`src/rtl/i2s_tx_fifo_ser.sv`:
```
// Purpose : stereo sample FIFO + Philips I2S serialiser; BCK/WS derived from AMCLK_i by division.
// Latency : a frame written into an empty FIFO is loaded at the next 63->0 slot wrap; MSB leaves 2*BCK_DIV cycles later.
// Backpr. : none upstream; writes into a full FIFO are dropped (OVERFLOW_o), frame start on empty repeats/mutes (UNDERRUN_o).
//
// Ports:
//   AMCLK_i        audio master clock (sole clock)
//   ARST           async reset, active-high; deassertion expected synchronous to AMCLK_i
//   APDATA_LEFT_i  left sample, APDATA_RIGHT_i right sample, APDATA_VALID_i 1-cycle write strobe
//   ASCLK_o        I2S BCK, ASDATA_o serial data (changes on BCK fall), ALRCLK_o WS (0 = left)
//   FIFO_LEVEL_o   stored frames, UNDERRUN_o / OVERFLOW_o 1-cycle event pulses
// Build option: define I2S_TX_UNDERRUN_MUTE_EN to output a muted (all-zero) frame on underrun
//   instead of repeating the last frame.

module i2s_tx_fifo_ser #(
    parameter int DATA_BITS = 24,
    parameter int BCK_DIV   = 2,
    parameter int FIFO_AW   = 2
) (
    input  logic                 AMCLK_i,
    input  logic                 ARST,
    input  logic [DATA_BITS-1:0] APDATA_LEFT_i,
    input  logic [DATA_BITS-1:0] APDATA_RIGHT_i,
    input  logic                 APDATA_VALID_i,
    output logic                 ASCLK_o,
    output logic                 ASDATA_o,
    output logic                 ALRCLK_o,
    output logic [FIFO_AW:0]     FIFO_LEVEL_o,
    output logic                 UNDERRUN_o,
    output logic                 OVERFLOW_o
);

    localparam int               DEPTH    = 2**FIFO_AW;
    localparam int               DIV_W    = (BCK_DIV > 1) ? $clog2(BCK_DIV) : 1;
    localparam logic [DIV_W-1:0] DIV_LAST = DIV_W'(BCK_DIV - 1);
    localparam logic [5:0]       K_DB     = 6'(DATA_BITS);

    // Clock divider / slot counter
    logic [DIV_W-1:0]           r_div_cnt;
    logic                       r_bck;
    logic [5:0]                 r_k;
    logic                       r_ws;
    logic                       r_sd;

    // Frame currently being serialised
    logic [DATA_BITS-1:0]       r_left;
    logic [DATA_BITS-1:0]       r_right;

    // FIFO
    logic [2*DATA_BITS-1:0]     r_mem [DEPTH];
    logic [FIFO_AW:0]           r_wr_ptr;
    logic [FIFO_AW:0]           r_rd_ptr;
    logic [FIFO_AW:0]           r_level;
    logic                       r_unf;
    logic                       r_ovf;

    logic                       w_fall;
    logic                       w_wrap;
    logic                       w_empty;
    logic                       w_full;
    logic                       w_pop;
    logic                       w_push;
    logic [5:0]                 w_k_nxt;
    logic [DATA_BITS-1:0]       w_l_sh;
    logic [DATA_BITS-1:0]       w_r_sh;
    logic                       w_sd_nxt;
    logic [FIFO_AW:0]           w_level_nxt;
    logic [2*DATA_BITS-1:0]     w_rd_dat;

    // BCK falls when the divider reaches terminal count while BCK is high.
    assign w_fall  = r_bck && (r_div_cnt == DIV_LAST);
    assign w_wrap  = w_fall && (r_k == 6'd63);
    assign w_k_nxt = r_k + 6'd1;    // natural 6-bit wrap gives mod 64

    assign w_empty = (r_wr_ptr == r_rd_ptr);
    assign w_full  = (r_wr_ptr[FIFO_AW-1:0] == r_rd_ptr[FIFO_AW-1:0]) &&
                     (r_wr_ptr[FIFO_AW] != r_rd_ptr[FIFO_AW]);

    // Pop is decided first, so a write landing on the pop cycle of a full FIFO
    // still fits. An empty FIFO never bypasses a same-cycle write to the output.
    assign w_pop    = w_wrap && !w_empty;
    assign w_push   = APDATA_VALID_i && (!w_full || w_pop);
    assign w_rd_dat = r_mem[r_rd_ptr[FIFO_AW-1:0]];

    // Bring the bit for the upcoming slot to the MSB position; shift amounts
    // are only meaningful inside the data windows selected below.
    assign w_l_sh = r_left  << (w_k_nxt - 6'd1);
    assign w_r_sh = r_right << (w_k_nxt - 6'd33);

    always_comb begin
        w_sd_nxt = 1'b0;
        if ((w_k_nxt >= 6'd1) && (w_k_nxt <= K_DB)) begin
            w_sd_nxt = w_l_sh[DATA_BITS-1];
        end else if ((w_k_nxt >= 6'd33) && (w_k_nxt <= (6'd32 + K_DB))) begin
            w_sd_nxt = w_r_sh[DATA_BITS-1];
        end
    end

    always_comb begin
        w_level_nxt = r_level;
        case ({w_push, w_pop})
            2'b10:   w_level_nxt = r_level + 1'b1;
            2'b01:   w_level_nxt = r_level - 1'b1;
            default: w_level_nxt = r_level;
        endcase
    end

    always_ff @(posedge AMCLK_i or posedge ARST) begin
        if (ARST) begin
            r_div_cnt <= '0;
            r_bck     <= 1'b0;
            r_k       <= 6'd63;
            r_ws      <= 1'b1;
            r_sd      <= 1'b0;
            r_left    <= '0;
            r_right   <= '0;
            r_wr_ptr  <= '0;
            r_rd_ptr  <= '0;
            r_level   <= '0;
            r_unf     <= 1'b0;
            r_ovf     <= 1'b0;
        end else begin
            r_unf <= 1'b0;
            r_ovf <= 1'b0;

            if (r_div_cnt == DIV_LAST) begin
                r_div_cnt <= '0;
                r_bck     <= ~r_bck;
            end else begin
                r_div_cnt <= r_div_cnt + DIV_W'(1);
            end

            if (w_fall) begin
                r_k  <= w_k_nxt;
                r_ws <= w_k_nxt[5];     // slots 32..63 are the right channel
                r_sd <= w_sd_nxt;
            end

            if (w_wrap) begin
                if (!w_empty) begin
                    r_left   <= w_rd_dat[2*DATA_BITS-1:DATA_BITS];
                    r_right  <= w_rd_dat[DATA_BITS-1:0];
                    r_rd_ptr <= r_rd_ptr + 1'b1;
                end else begin
                    r_unf <= 1'b1;
`ifdef I2S_TX_UNDERRUN_MUTE_EN
                    r_left  <= '0;
                    r_right <= '0;
`endif
                end
            end

            if (w_push) begin
                r_wr_ptr <= r_wr_ptr + 1'b1;
            end else if (APDATA_VALID_i) begin
                r_ovf <= 1'b1;
            end

            r_level <= w_level_nxt;
        end
    end

    // Storage needs no reset; only the pointers define validity.
    always_ff @(posedge AMCLK_i) begin
        if (w_push) begin
            r_mem[r_wr_ptr[FIFO_AW-1:0]] <= {APDATA_LEFT_i, APDATA_RIGHT_i};
        end
    end

    assign ASCLK_o      = r_bck;
    assign ASDATA_o     = r_sd;
    assign ALRCLK_o     = r_ws;
    assign FIFO_LEVEL_o = r_level;
    assign UNDERRUN_o   = r_unf;
    assign OVERFLOW_o   = r_ovf;

endmodule
```
`config.mk`:
```
export PLATFORM = sky130hd
export DESIGN_NAME = i2s_tx_fifo_ser
export DESIGN_NICKNAME = d
export VERILOG_FILES = /design/src/rtl/i2s_tx_fifo_ser.sv
export SDC_FILE = /design/constraint.sdc
export NUM_CORES = 1
export LEC_CHECK = 0
export ABC_AREA = 1
export CAP_MARGIN = 40
export CORE_UTILIZATION = 50
export DETAILED_ROUTE_END_ITERATION = 10
export PLACE_DENSITY = 0.69
export SLEW_MARGIN = 20
export SYNTH_ARGS = -nofsm -noshare
export SYNTH_HDL_FRONTEND = slang
export SYNTH_SLANG_ARGS = --single-unit
```
`constraint.sdc`:
```
create_clock -name AMCLK_i -period 4.8 [get_ports AMCLK_i]
set_input_delay 0.96 -clock AMCLK_i [delete_from_list [all_inputs] [get_ports AMCLK_i]]
set_output_delay 0.96 -clock AMCLK_i [all_outputs]
set_load 0.01 [all_outputs]
```
==> impl_metrics.tcl <==
set metrics [dict create \
    fin_setup_tns_ns 0 \
    worstPathRequired_ns 5.20 \
    mostFrequentLayoutCell "nor2_1" \
    globalRouteTotalUtil_pct 20.9 \
    power_density_nw_per_um2 442 \
    clkTransAtPathRegs_ns 0.06 \
    wl_per_cell_um 17.2 \
    synth_simple_gate_area_share_pct 13.5 \
    drt_iter0_drc 477 \
    synthAdderAreaFrac_pct 1.26 \
    hold_end "r_div_cnt" \
    relSlewSlack_pct 47.8 \
    max_freq_mhz 305 \
    slew_viol_final 0 \
    crit_type "flip-flop to flip-flop" \
    vias 6853 \
    hold_path_startpoint "r_div_cnt" \
    root_buffer "clkbuf_16" \
    arrival_ns 3.68 \
    first_global_vias 6675 \
    status "completed" \
    drive_above_1_share_pct 8.21 \
    finalPower_mw 5.43 \
    clk_latency_ns 0.51 \
    postCtsHoldBufs 0 \
    cap_violations 0 \
    rsz0062_at_grt "no" \
    syn_area_per_cell_um2 11.4 \
    die-area_um2 21700 \
    use_met3_pct 2.70 \
    syn_nets 987 \
    synth_xor_area_share_pct 0.748 \
    cp_slowest_stage_delay_ns 0.79 \
    grt_remaining_overflow 0 \
    synthFlopType "edfxtp_1" \
    cts_tree "yes" \
    setup_viol 0 \
    r2r_slack_ns 1.52 \
    path_max_fanout 40 \
    rr_worst_depth 8 \
    critPathLaunchType "flip-flop" \
    htreeDepth 1 \
    crit_chain "ha_1 > nand4_1 > nor3_2 > nand2_1 > inv_2 > ha_1 > fa_1 > mux2_2" \
    core_area_um2 20400 \
    grt_antenna_before_repair 0 \
    fillers 1656 \
    crit_family "adder cells" \
    fin_crit_ns 3.28 \
    antennaDiodeCount 0 \
    total_leakage_power_nw 4.69 \
    grt_start_max_net_pins 60 \
    synth_enable_flop_cells 192 \
    worst-path-buf-inv 1 \
    ir_drop_mv 0.310 \
    fin_crit_sh_pct 68.3 \
    most-common-layout-cells "nor2_1 (203), edfxtp_1 (192), o21ai_0 (127)" \
    cts_buffers 26 \
    synth.area.mux_share_pct 0.107 \
    netlist-cell-type-count 28 \
    synthCells 926 \
    reg2reg_to "FIFO_LEVEL_o[1]" \
    areaGrowthSynthToFinish_pct 16.5 \
    gr-usage-met1_pct 30.0 \
    grt_busiest_layer "met2" \
    yosys_register_bits 260 \
    drtPass1Iterations 5 \
    vias_per_cell 5.40 \
    hold_class "flip-flop to flip-flop" \
    seq_area_frac_synth_pct 70.9 \
    worst_pin_slew_ns 0.784 \
    num_io_pins 59 \
    io_buffers 58 \
    syn_area_um2 10500 \
    die-width_um 147 \
    die_height_um 147 \
    async_reset_ff_share_pct 26.2 \
    dpl.hpwl_mm 12.7 \
    cts-resized-gates 0 \
    cts_setup_buffers 0 \
    synth_compound_area_share_pct 9.52 \
    clockBufferDepth 3 \
    routabilityCongestion 0.843 \
    whs_path_depth 1 \
    r2r_start "r_k[0]" \
    remaining_drc_errors 0 \
    wl_mm 21.8 \
    drtAntennaViolNets 0 \
    grt_use_met2_pct 34.0 \
    endpoint_kind "flip-flop" \
    start_util_pct 51.6 \
    crit_top_cell "ha_1" \
    finalNetCount 1040 \
    grt_pass1_wl_mm 35.4 \
    clkSinkCount 260 \
    finalHoldViolCount 0 \
    yosysWarnings 0 \
    synth_top_family_by_area "simple AND/OR/NAND/NOR gates" \
    clock_skew_ns 0.00739 \
    row_count 52 \
    final_core_util_pct 60.1 \
    cp_slowest_cell "dfstp_2" \
]
[per-layer routing]
layer | up-vias | share of wire, % | wire length [um]
li1 | 3304 | - | -
met1 | 3357 | 46 | 10000
met2 | 168 | 48 | 10500
met3 | 24 | 4.6 | 1000
met4 | 0 | 1.4 | 305
met5 | - | 0 | 0
[cell type report]
cell class / instances / area, um^2 / share of cell area, %
multi-input combinational: 565 / 2680 / 21.8
inverter: 54 / 203 / 1.65
clock buffer: 40 / 796 / 6.48
timing repair buffer: 72 / 723 / 5.89
tap: 270 / 338 / 2.75
clock inverter: 8 / 71.3 / 0.581
sequential: 260 / 7480 / 60.9
[power breakdown]
| part | internal [mW] | switching, mW | total [mW] |
|---|---|---|---|
| Sequential | 2.81 | 0.0837 | 2.89 |
| Combinational | 0.164 | 0.370 | 0.534 |
| Clock | 1.20 | 0.804 | 2.00 |
[worst register-to-register path, cell delays in order, from the launching register on]
cell and delay, ns:
dfstp_2 0.79, ha_1 0.31, nand4_1 0.16, nor3_2 0.15, nand2_1 0.15, inv_2 0.57
ha_1 0.33, fa_1 0.43, mux2_2 0.27
[cell families after synthesis]
| family | count (synthesis) |
|---|---|
| buf+inv | 101 |
| flops | 260 |
| mux | 1 |
| xor+xnor | 9 |
| simple gates | 358 |
| fa+ha+maj | 10 |
| compound gates | 187 |
[how the worst max path moves through the flow]
stage                                  to  slack (ns)  cells past startpoint   start
final                     FIFO_LEVEL_o[1]        1.52                      8  r_k[0]
after floorplan               r_mem[3][0]        0.94                      7  r_k[1]
after detailed placement  FIFO_LEVEL_o[1]        1.56                      8  r_k[0]
after global routing      FIFO_LEVEL_o[1]        1.33                      8  r_k[0]
after global placement    FIFO_LEVEL_o[1]        1.61                      8  r_k[0]
after CTS                 FIFO_LEVEL_o[1]        1.53                      8  r_k[0]
[flip-flops by register name, indices dropped and copies added, names as in the netlist]
name / flops
r_right: 24
ASCLK_o: 1
FIFO_LEVEL_o: 3
r_k: 6
r_div_cnt: 1
ASDATA_o: 1
OVERFLOW_o: 1
UNDERRUN_o: 1
r_mem: 192
r_rd_ptr: 3
r_wr_ptr: 3
r_left: 24
[metrics by stage]
stage	cells	setup WS, ns	hold slack, ns	area [um^2]
floorplan	926	0.936	0.417	10500
global route	1269	1.33	0.477	12300
detailed placement	1220	1.56	0.445	11400
global placement	1218	1.61	0.430	11400
CTS	1268	1.53	0.453	12300
finish	1269	1.52	0.453	12300
[cells in the mapped netlist, types with 9 or more instances]
cell type    n  area (um^2)
nor2_1     207          777
nand2_1    110          413
clkbuf_1    28          105
buf_2       13         65.1
ha_1         9          113
edfxtp_1   192         5770
nand3_1     22          110
a31oi_1     26          163
inv_1       47          176
a21oi_1      9         45.0
o22ai_1     22          138
dfrtp_1     62         1550
o21ai_0    127          636
(Power assumes the default switching activity.)
==> variant: new RTL, config.mk and constraints unchanged <==
Put one more register stage on the output `UNDERRUN_o`, with the module's reset. The value now appears one clock later. The other outputs are not delayed to match. Comments in the files are not updated.
--- a/src/rtl/i2s_tx_fifo_ser.sv
+++ b/src/rtl/i2s_tx_fifo_ser.sv
@@ -170,7 +170,13 @@
     assign ASDATA_o     = r_sd;
     assign ALRCLK_o     = r_ws;
     assign FIFO_LEVEL_o = r_level;
-    assign UNDERRUN_o   = r_unf;
+    always_ff @(posedge AMCLK_i or posedge ARST) begin
+        if (ARST) begin
+            UNDERRUN_o <= '0;
+        end else begin
+            UNDERRUN_o <= r_unf;
+        end
+    end
     assign OVERFLOW_o   = r_ovf;
 
 endmodule
Function: changed (Yosys sat finds a counterexample within 10 cycles, from zero or initial values and one cycle with ARST high).
==> variant against the original RTL <==
- worst setup slack gained 0.061 ns
- global-route usage shrank 0.59 points
- synthesized cell count up 0.11%
- count of clock-buffer cells in the layout is 9 lower
- wire length shrank 3.0%
- design area is essentially flat
- sequential cell count is 1 higher
- total power decreased by 0.49%
- area after synthesis increased by 0.24%
- sequential share of layout area rose by 0.25 points
- critical path type unchanged
- largest power group unchanged
==> variant: results (changes against the original RTL) <==
- Ys async rst share: 0.264 (+0.00283)
- Fillers: 1638 (-1.1%)
- CTS Buf Count: 26 (unchanged)
- Leakage power figure: 4.68 nW (about the same)
- Peak supply drop: 0.364 mV (+18%)
- Final wirelength: 21100 µm (-3.0%)
- Antenna violations before repair: 0 (unchanged)
- Max reg flops: 192 (unchanged)
- Post-CTS setup buffer count: 0 (unchanged)
- Post-Syn Instances: 927 (+0.11%)
- Post-synthesis adder-cell area fraction: 0.0126 (-0.0000298)
- Post-Synth XOR/XNOR Area: 0.00746 (-0.0000177)
- Total Routing Usage GR: 0.203 (-0.00591)
- Post-synthesis cell type count: 28 (unchanged)
- Synth Area in Compound Gates: 0.0950 (-0.000225)
- Status: finished, final reports clean
- Crit path max fanout: 40 (unchanged)
- Slowest-stage cell, CP: dfstp_2
- Leading cell types by count after synthesis: nor2_1 (207), edfxtp_1 (192), o21ai_0 (127), nand2_1 (110), dfrtp_1 (63)
- Sequential fraction of the synthesis area: 0.710 (about the same)
- Mux cell area share after synthesis: 0.00107 (-0.00000253)
- Final net count: 1040 (unchanged)
- Vias: 6760 (-1.4%)
- Setup Skew: 0.0143 ns (+0.00691 ns)
- Vias per inst: 5.33 (-1.4%)
- Layout cell share with drive strength beyond 1: 0.0771 (-0.00501)
- First-pass GRT wire length: 34300 µm (-2.9%)
- Worst-path clk slew: 0.06 ns (about the same)
- Top cells by area, synth: edfxtp_1 (55%), dfrtp_1 (15%), nor2_1 (7.4%), o21ai_0 (6.0%), nand2_1 (3.9%)
- Hpwl dp: 12300 µm (-3.3%)
- Worst Hold Class: flip-flop to flip-flop
- DRT Pass-1 Iters: 5 (unchanged)
- Post-Place Cells: 1221 (+0.082%)
- Syn Nets: 988 (+0.10%)
- Vias in the first global route: 6540 (-2.0%)
- Placement Setup Slack: 1.58 ns (+0.0224 ns)
- Gpl congestion: 0.872 (+3.5%)
- Largest net degree at the start of global routing: 60 (unchanged)
- Area occupied by multi-input gates: 0.00268 mm² (unchanged)
- Post-CTS Resized: 0 (unchanged)
- Top_reg_cell synth: edfxtp_1
- 1st-iter DRT viols: 458 (-4.0%)
- Clock Path Buffers: 3 (unchanged)
- Sw Pwr: 1.24 mW (-1.7%)
- Worst Tran Pin Value: 0.750 ns (-0.0336 ns)
[variant: changes by cell type after synthesis, sizes merged]
cell	before	now
dfrtp	62	63
[variant: worst reg2reg max path, cell delays in order, from the launching register on]
cell and delay, ns:
dfstp_2 0.78, ha_1 0.30, nand4_1 0.16, nor3_2 0.16
nand2_1 0.16, inv_2 0.54, ha_1 0.32, fa_1 0.42
mux2_2 0.26
[variant: path summary, 6_finish.rpt]
check                                   startpoint                          end  slack (ns)  depth (start not counted)
worst max-delay path            r_k[0]$_DFFE_PP1P_  FIFO_LEVEL_o[1]$_DFFE_PP0P_        1.58                          8
worst min-delay path               r_unf$_DFF_PP0_         UNDERRUN_o$_DFF_PP0_        0.35                          0
min in group asynchronous                     ARST  FIFO_LEVEL_o[2]$_DFFE_PP0P_        0.76                          2
worst max register to register  r_k[0]$_DFFE_PP1P_  FIFO_LEVEL_o[1]$_DFFE_PP0P_        1.58                          8
worst min register to register     r_unf$_DFF_PP0_         UNDERRUN_o$_DFF_PP0_        0.35                          0
max in group asynchronous                     ARST        r_left[8]$_DFFE_PP0P_        2.99                          3
[variant: cell families after synthesis]
group | count (synthesis)
xor+xnor | 9
flops | 261
fa+ha+maj | 10
compound gates | 187
simple gates | 358
buf+inv | 101
mux | 1
[variant: metal layers]
metal,vias up,wire (µm),GRT usage
met1,3238,9400,0.279
met3,36,1010,0.0284
met2,178,10300,0.339
met4,0,432,0.0582
met5,-,0,0
li1,3308,-,-
[variant: final cells by class]
type / instances / share of cell area
clock buffers: 31 / 0.0563
clock inverters: 17 / 0.0121
inverters: 54 / 0.0165
multi-input cells: 565 / 0.218
flip-flops and latches: 261 / 0.611
well taps: 270 / 0.0275
repair buffers: 71 / 0.0583
[variant: metrics by stage]
stage | hold WS [ns] | area [µm²] | power (mW)
5_1_grt | 0.359 | 12300 | 5.62
4_1_cts | 0.353 | 12300 | 5.46
2_1_floorplan | 0.331 | 10600 | 3.23
6_report | 0.350 | 12300 | 5.40
3_5_place_dp | 0.339 | 11400 | 3.49
3_3_place_gp | 0.333 | 11400 | 3.47
[variant: power groups by stage]
stage / Clock, mW / Sequential [mW] / Combinational [mW]
final: 1.97 / 2.90 / 0.535
after global routing: 2.10 / 2.93 / 0.595
after CTS: 2.01 / 2.90 / 0.551
after detailed placement: 0 / 2.94 / 0.549
after global placement: 0 / 2.93 / 0.540
after floorplan: 0 / 2.95 / 0.279
